<file path="config.mk">
export PLATFORM = sky130hd
export DESIGN_NAME = kf_gain_div
export DESIGN_NICKNAME = d
export VERILOG_FILES = /design/src/rtl/kf_gain_div_pkg.sv /design/src/rtl/kf_gain_div_udiv_step.sv /design/src/rtl/kf_gain_div.sv
export SDC_FILE = /design/constraint.sdc
export NUM_CORES = 1
export LEC_CHECK = 0
export ABC_AREA = 0
export CORE_MARGIN = 5
export CORE_UTILIZATION = 34
export CTS_CLUSTER_SIZE = 28
export DETAILED_ROUTE_END_ITERATION = 10
export GPL_TIMING_DRIVEN = 0
export SLEW_MARGIN = 20
export SYNTH_ARGS = -nofsm -noshare
export SYNTH_HDL_FRONTEND = slang
export SYNTH_HIERARCHICAL = 1
export SYNTH_SLANG_ARGS = --single-unit
</file>
<file path="constraint.sdc">
create_clock -name clk -period 2.16 [get_ports clk]
set_input_delay 0.432 -clock clk [delete_from_list [all_inputs] [get_ports clk]]
set_output_delay 0.432 -clock clk [all_outputs]
set_load 0.05 [all_outputs]
</file>
<file path="src/rtl/kf_gain_div_pkg.sv">
// kf_gain_div_pkg
//   Shared fixed-point format macros, FSM state encodings, and the operand
//   classifier for the Kalman-gain divider.
//   The FXP_* macros are the codebase Q-format defaults. FXP_ONE is defined
//   here next to them, so the downstream update equation derives its ONE the
//   same way.
//   No ports (package).

`ifndef FXP_N
`define FXP_N 16
`endif
`ifndef FXP_FRAC
`define FXP_FRAC 8
`endif
`ifndef FXP_ONE
`define FXP_ONE (1 << `FXP_FRAC)
`endif

package kf_gain_div_pkg;

  localparam logic [1:0] ST_IDLE = 2'd0;
  localparam logic [1:0] ST_DIV  = 2'd1;
  localparam logic [1:0] ST_DONE = 2'd2;

  // How an accepted operand pair resolves. Only CLS_DIV runs the divider.
  typedef enum logic [1:0] {
    CLS_DIV   = 2'd0,
    CLS_BAD_D = 2'd1,
    CLS_ZERO  = 2'd2,
    CLS_SAT   = 2'd3
  } cls_e;

  // The checks run in priority order. The operands arrive sign-extended to
  // 64 bits, so one function serves every word width below 64.
  function automatic cls_e classify(input logic signed [63:0] p,
                                    input logic signed [63:0] d);
    if (d <= 64'sd0)
      return CLS_BAD_D;
    else if (p <= 64'sd0)
      return CLS_ZERO;
    else if (p >= d)
      return CLS_SAT;
    else
      return CLS_DIV;
  endfunction

endpackage

</file>
<file path="src/rtl/kf_gain_div_udiv_step.sv">
// fxp_udiv_step
//   One combinational restoring-division step. The module shifts the partial
//   remainder left by one bit and subtracts the divisor when the divisor
//   fits.
//   Ports:
//     rem      in  W : partial remainder (unsigned)
//     d        in  W : divisor (unsigned, > 0)
//     rem_next out W : remainder after this step
//     qbit     out 1 : quotient bit produced by this step

module fxp_udiv_step #(
  parameter int W = 18
) (
  input  logic [W-1:0] rem,
  input  logic [W-1:0] d,
  output logic [W-1:0] rem_next,
  output logic         qbit
);

  logic [W-1:0] shifted;

  // The top bit dropped by this shift is always zero: rem < d stays true
  // throughout the divide, and d fits in W-1 bits.
  assign shifted  = {rem[W-2:0], 1'b0};
  assign qbit     = (shifted >= d);
  assign rem_next = qbit ? (shifted - d) : shifted;

endmodule

</file>
<file path="src/rtl/kf_gain_div.sv">
// kf_gain_div
//   Kalman gain K = P / (P + R) in Q(N,FRAC). The quotient comes from a
//   FRAC-step restoring divider. K is saturated to [0, ONE] so the
//   consumer's (1 - K) term never goes negative. Both sides use a
//   valid/ready handshake.
//   Ports:
//     clk       in  1 : rising-edge clock
//     rst       in  1 : asynchronous active-high reset
//     in_valid  in  1 : P/R valid
//     in_ready  out 1 : block is idle and accepts operands
//     P         in  N : predicted covariance (signed)
//     R         in  N : measurement noise (signed)
//     out_valid out 1 : K/err valid, held until out_ready
//     out_ready in  1 : consumer takes the result
//     K         out N : gain, 0..ONE
//     err       out 1 : the denominator was <= 0

module kf_gain_div
  import kf_gain_div_pkg::*;
#(
  parameter int N    = `FXP_N,
  parameter int FRAC = `FXP_FRAC
) (
  input  logic                clk,
  input  logic                rst,
  input  logic                in_valid,
  output logic                in_ready,
  input  logic signed [N-1:0] P,
  input  logic signed [N-1:0] R,
  output logic                out_valid,
  input  logic                out_ready,
  output logic signed [N-1:0] K,
  output logic                err
);

  localparam int CW = (FRAC > 1) ? $clog2(FRAC) : 1;
  localparam logic [CW-1:0] CNT_LAST = CW'(FRAC - 1);
  localparam logic signed [N-1:0] K_ONE = N'(1 << FRAC);

  logic [1:0]          state;
  cls_e                cls_in;
  cls_e                cls_q;
  logic signed [N:0]   d_sum;
  logic signed [63:0]  p_ext;
  logic signed [63:0]  d_ext;
  logic [N+1:0]        rem_q;
  logic [N+1:0]        d_q;
  logic [N+1:0]        rem_nxt;
  logic                qbit;
  logic [FRAC-1:0]     q_q;
  logic [FRAC-1:0]     q_nxt;
  logic [CW-1:0]       cnt_q;

  // The sum is one bit wider than the operands, so it never wraps.
  assign d_sum  = {P[N-1], P} + {R[N-1], R};
  assign p_ext  = {{(64-N){P[N-1]}}, P};
  assign d_ext  = {{(63-N){d_sum[N]}}, d_sum};
  assign cls_in = classify(p_ext, d_ext);

  assign in_ready = (state == ST_IDLE);

  fxp_udiv_step #(.W(N + 2)) u_step (
    .rem      (rem_q),
    .d        (d_q),
    .rem_next (rem_nxt),
    .qbit     (qbit)
  );

  assign q_nxt = {q_q[FRAC-2:0], qbit};

  // Special cases also pass through DIV for one cycle before reaching DONE.
  // Their result therefore appears one edge after accept, and the minimum
  // initiation interval is three cycles.
  always_ff @(posedge clk or posedge rst) begin
    if (rst) begin
      state     <= ST_IDLE;
      cls_q     <= CLS_DIV;
      rem_q     <= '0;
      d_q       <= '0;
      q_q       <= '0;
      cnt_q     <= '0;
      out_valid <= 1'b0;
      K         <= '0;
      err       <= 1'b0;
    end else begin
      case (state)
        ST_IDLE: begin
          if (in_valid) begin
            cls_q <= cls_in;
            rem_q <= {2'b00, P};
            d_q   <= {1'b0, d_sum};
            q_q   <= '0;
            cnt_q <= CNT_LAST;
            state <= ST_DIV;
          end
        end
        ST_DIV: begin
          if (cls_q != CLS_DIV) begin
            K         <= (cls_q == CLS_SAT) ? K_ONE : '0;
            err       <= (cls_q == CLS_BAD_D);
            out_valid <= 1'b1;
            state     <= ST_DONE;
          end else begin
            rem_q <= rem_nxt;
            q_q   <= q_nxt;
            if (cnt_q == '0) begin
              K         <= {{(N-FRAC){1'b0}}, q_nxt};
              err       <= 1'b0;
              out_valid <= 1'b1;
              state     <= ST_DONE;
            end else begin
              cnt_q <= cnt_q - CW'(1);
            end
          end
        end
        ST_DONE: begin
          if (out_ready) begin
            out_valid <= 1'b0;
            state     <= ST_IDLE;
          end
        end
        default: begin
          out_valid <= 1'b0;
          state     <= ST_IDLE;
        end
      endcase
    end
  end

endmodule

</file>
# ---- Word-level counts from Yosys, hierarchy flattened
# Cells that the tools add are included.
dict set report totals {
  regBits 66
  inputBits 36
}
dict set report classes {
  n_addsub 3
  magnitude_cmp 4
  eq_ne 9
  mux 28
  bitwise 1
  reduce_logical 11
}
# operator n
set ops {}
lappend ops {{$mux 17} 3}
lappend ops {{$pmux 17 s2} 1}
lappend ops {{$mux 16} 2}
lappend ops {{$ge 18x17->1} 1}
lappend ops {{$add 16x16->17} 1}
lappend ops {{$ge 16x17->1} 1}
lappend ops {{$le 17x1->1 const B} 1}
lappend ops {{$sub 17x17->17} 1}
lappend ops {{$le 16x1->1 const B} 1}
lappend ops {{$mux 2} 7}
lappend ops {{$mux 7} 2}
lappend ops {{$pmux 7 s2} 1}
lappend ops {{$mux 3} 3}
lappend ops {{$mux 9} 1}
lappend ops {{$reduce_and 3->1} 3}
lappend ops {{$ne 2x2->1 const B} 4}
lappend ops {{$pmux 2 s3} 1}
lappend ops {{$pmux 3 s2} 1}
lappend ops {{$reduce_bool 2->1} 3}
lappend ops {{$mux 1} 5}
lappend ops {{$eq 2x1->1 const B} 2}
lappend ops {{$eq 2x2->1 const B} 2}
lappend ops {{$reduce_and 2->1} 2}
lappend ops {{$reduce_and 4->1} 1}
lappend ops {{other kinds (6)} 6}

# ---- Depth between registers and ports, before layout
dict set report logic_depth {
  depth_word 5
  depth_mapped 18
  ltp_nobuf 18
}

# ---- Cells and area by module
# Netlist, hierarchy kept.
# module instances cells_each area_per_inst_um2
set modules_own_cells {}
lappend modules_own_cells {kf_gain_div 1 454 4022.6}
lappend modules_own_cells {fxp_udiv_step 1 180 1272.5}

# ---- Worst setup path before layout
# No wires, ideal clock.
dict set report synth_path {
  kind {input-to-reg}
  from {input port P[0]}
  to {register cls_q[0]}
  arrival_ns 3.216
  t_required_ns 2.041
  slack_ns -1.175
  stages 16
  path_cell_list {ha_1 inv_1 fa_1 nand2b_1 a21o_1 o211ai_2 a41oi_1 xnor2_1 inv_1 ha_1 and3_1 a311oi_1 a31oi_1 nand2_1 nand2_1 o21a_1}
}
dict set report synth_between {
  elab_chain_cells 5
  elab_cells_between_ends 7
  classes_between {add/sub: 1; order compare: 3; mux: 3}
}
# element line_no
set synth_rtl {}
lappend synth_rtl {{start: declaration} kf_gain_div.sv:28} ;# input logic signed [N-1:0] P,
lappend synth_rtl {{$add 16x16->17} kf_gain_div.sv:55} ;# assign d_sum = {P[N-1], P} + {R[N-1], R};
lappend synth_rtl {{$ge 16x17->1} kf_gain_div_pkg.sv:41} ;# else if (p >= d)
lappend synth_rtl {{$mux 2} kf_gain_div_pkg.sv:41}
lappend synth_rtl {{$mux 2} kf_gain_div_pkg.sv:39} ;# else if (p <= 64'sd0)
lappend synth_rtl {{$mux 2 (*)} kf_gain_div_pkg.sv:37} ;# if (d <= 64'sd0)
lappend synth_rtl {{end signal: assignment} kf_gain_div.sv:89} ;# cls_q <= cls_in;
lappend synth_rtl {{end: declaration} kf_gain_div.sv:42} ;# cls_e cls_q;
# Every way passes the cells marked *; elsewhere a longest branch is shown, timed or not.
# A chain may end at the register's enable or synchronous reset.

# ---- Final worst setup path
dict set report layout_path {
  from {input port R[9]}
  to {register cls_q[0]}
}
dict set report layout_between {
  elab_chain_cells 5
  elab_cells_between_ends 6
  classes_between {add/sub: 1; order compare: 2; mux: 3}
}
# element line_no
set layout_rtl {}
lappend layout_rtl {{start: declaration} kf_gain_div.sv:29} ;# input logic signed [N-1:0] R,
lappend layout_rtl {{$add 16x16->17 (*)} kf_gain_div.sv:55}
lappend layout_rtl {{$ge 16x17->1} kf_gain_div_pkg.sv:41}
lappend layout_rtl {{$mux 2} kf_gain_div_pkg.sv:41}
lappend layout_rtl {{$mux 2} kf_gain_div_pkg.sv:39}
lappend layout_rtl {{$mux 2 (*)} kf_gain_div_pkg.sv:37}
# Marks and branches as above.

==> impl_metrics.json <==
{
  "path_buf_inv": 4,
  "stdcell_area_mm2": 0.00739,
  "core_mm2": 0.0151,
  "drtIter0Drc": 327,
  "hold_viol_final": 0,
  "ant_nets": 0,
  "cts_tree": "built",
  "die_y_um": 133,
  "tightestPinTransition_ns": 0.629,
  "synth_cells": 616,
  "n_antenna_cell": 0,
  "start_kind": "primary input",
  "drc": 0,
  "syn_area_mm2": 0.00518,
  "clock_skew_ns": 0.00419,
  "portBuffers": 47,
  "clock_latency_ns": 0.33,
  "cts.path.max_buffers": 2,
  "p_leak_nw": 3.14,
  "die-area_mm2": 0.0178,
  "period_minus_slack_ns": 3.19,
  "dpl_cell_area_mm2": 0.00609,
  "r2r-end": "rem_q[2]",
  "cpPeakStageDelay_ns": 0.31,
  "die_w_um": 133,
  "reg2reg_slack_ns": -0.47,
  "place.gp.congestion": 0.892,
  "grt_pass1_wl_mm": 25.2,
  "drive_above_1_share_pct": 33.2,
  "setup_violations": 21,
  "antenna_found_initial": 0,
  "worst-path-stages": 17,
  "slew_violations": 0,
  "cp-end-kind": "flop",
  "firstDrtPassIters": 5,
  "hold_path_class": "primary input to asynchronous set/reset pin",
  "vdd_drop_max_v": 0.000627,
  "cts_root_buf": "clkbuf_16",
  "crit_family": "compound AO/OA/AOI/OAI gates",
  "layout_setup_ws_ns": -1.03,
  "cp_slowest_cell": "a221oi_4",
  "dpl.cell_count": 859,
  "via_per_inst": 5.36,
  "cts_made_buffers": 9,
  "cellPowerDensity_mw_per_mm2": 1480,
  "criticalPathCategory": "primary input to flop",
  "grt_use_total_pct": 17.5,
  "max_freq_mhz": 313,
  "avgSynthCellArea_um2": 8.41,
  "timing.rr.start": "rem_q[12]",
  "dpl.hpwl_mm": 11.8,
  "stdcell_count": 923,
  "violations": "setup timing",
  "maxSlewHeadroom_pct": 58.0,
  "fillers": 1411,
  "htreeDepth": 3,
  "power_w": 0.0110,
  "maxCapViolations": 0,
  "cts.sinks": 59,
  "worstPathMaxFanout": 8,
  "routedWlPerCell_um": 17.1,
  "num_vias": 4951,
  "crit_chain": "dlygate4sd2_1 -> ha_1 -> buf_6 -> a21o_1 -> a21boi_2 -> o211ai_4 -> a221oi_4 -> ha_1 -> buf_4 -> a21oi_1 -> o21ai_0 -> a22oi_2 -> a31oi_2 -> nand2_1 -> buf_4 -> nand2_2 -> o21a_1",
  "fin_util_pct": 49.0,
  "grt_setup_unrepaired": "true",
  "seqCellArea_mm2": 0.00148,
  "pin_count": 55,
  "worstPathArrival_ns": 3.42,
  "fin_crit_sh_pct": 148,
  "grt_start_max_net_pins": 46,
  "rows": 45,
  "crit_required_ns": 2.38,
  "path_clk_slew_ns": 0.05,
  "start_util_pct": 34.3,
  "grt_overflow": 0,
  "grt_pass1_vias": 5061,
  "drt-total-wl_mm": 15.8,
  "hold_ws_ns": 0.385,
  "status": "finished, violations left",
  "yosys_warnings": 6,
  "syn_to_final_growth_pct": 42.7,
  "nets": 822,
  "reg2reg_depth": 13,
  "multi_input_area_mm2": 0.00416
}
[worst register-to-register path: stages (launching register included)]
cell and delay (ns):
dfrtp_1 0.43, ha_4 0.29, buf_6 0.10, nand4_1 0.19, nor4_4 0.33, o22ai_2 0.15, and4b_4 0.26, nor2_8 0.12
buf_8 0.16, buf_12 0.15, nor2_4 0.04, a21oi_2 0.09, mux2i_1 0.08, o21ai_1 0.16
[how the worst max path moves through the flow]
stage          startpoint        to
6_report             R[9]  cls_q[0]
5_1_grt              R[9]  cls_q[0]
4_1_cts              R[0]  cls_q[0]
3_5_place_dp         P[0]  cls_q[0]
3_3_place_gp         P[0]  cls_q[0]
2_1_floorplan        P[0]  cls_q[0]
[sequential cells by signal, indices dropped and copies added (netlist names)]
register / flops
out_valid: 1
cnt_q: 3
q_q: 7
state: 2
rem_q: 17
err: 1
cls_q: 2
d_q: 17
K: 9
[power by group]
group | total (W) | internal (W) | switching (W)
clock | 0.00134 | 0.000828 | 0.000507
sequential | 0.00189 | 0.00151 | 0.000385
combinational | 0.00774 | 0.00361 | 0.00413
[metal layers]
layer  share of wire [%]  track usage [%]  vias up  wire length (um)
met5                   0                0        -                 0
li1                    -                -     2418                 -
met2                  51             31.3      120              8090
met4                 2.1             5.26        0               329
met3                 3.3             2.79       25               525
met1                  43             21.6     2388              6810
[per-stage QoR]
stage / setup TNS (ns) / worst slack, ns
2_1_floorplan: -3.31 / -0.931
3_3_place_gp: -71.83 / -2.11
3_5_place_dp: -22.75 / -2.22
4_1_cts: -7.66 / -1.02
5_1_grt: -12.24 / -1.21
6_report: -9.26 / -1.03
[cell usage in the layout (no fill, tap or decap), types with 8 or more instances in the layout]
master	n
nor2_1	32
o21ai_0	29
nand3_1	10
a21oi_1	25
a22o_1	8
buf_2	11
o21ai_1	22
nand2_1	77
xnor2_1	11
xor2_1	8
ha_1	24
a21o_1	9
ha_4	28
dlygate4sd2_1	9
buf_6	13
clkbuf_1	13
clkbuf_16	9
buf_4	50
conb_1	8
o21a_1	9
nand4_1	8
inv_1	32
nor2_2	10
dfrtp_1	57
nor2b_1	9
mux2i_1	15
clkdlybuf4s50_1	20
a21oi_2	19
[final cells by class]
class                   instances  share of cell area, %
multi-input cells             494                   56.2
flip-flops and latches         59                   20.0
repair buffers                100                   12.2
clock buffers                  11                   3.42
well taps                     188                   3.18
plain buffers                  28                   2.67
inverters                      39                   2.01
clock inverters                 4                  0.355
[repair_timing]
item                                    CTS  global route
buffers inserted                         39            13
resized for setup                       179            49
hold buffers                              0             0
pin swaps                                51            23
gates cloned                              2             0
endpoints found under the setup margin   34            22
No activity file was read; power rests on OpenSTA's default activity.
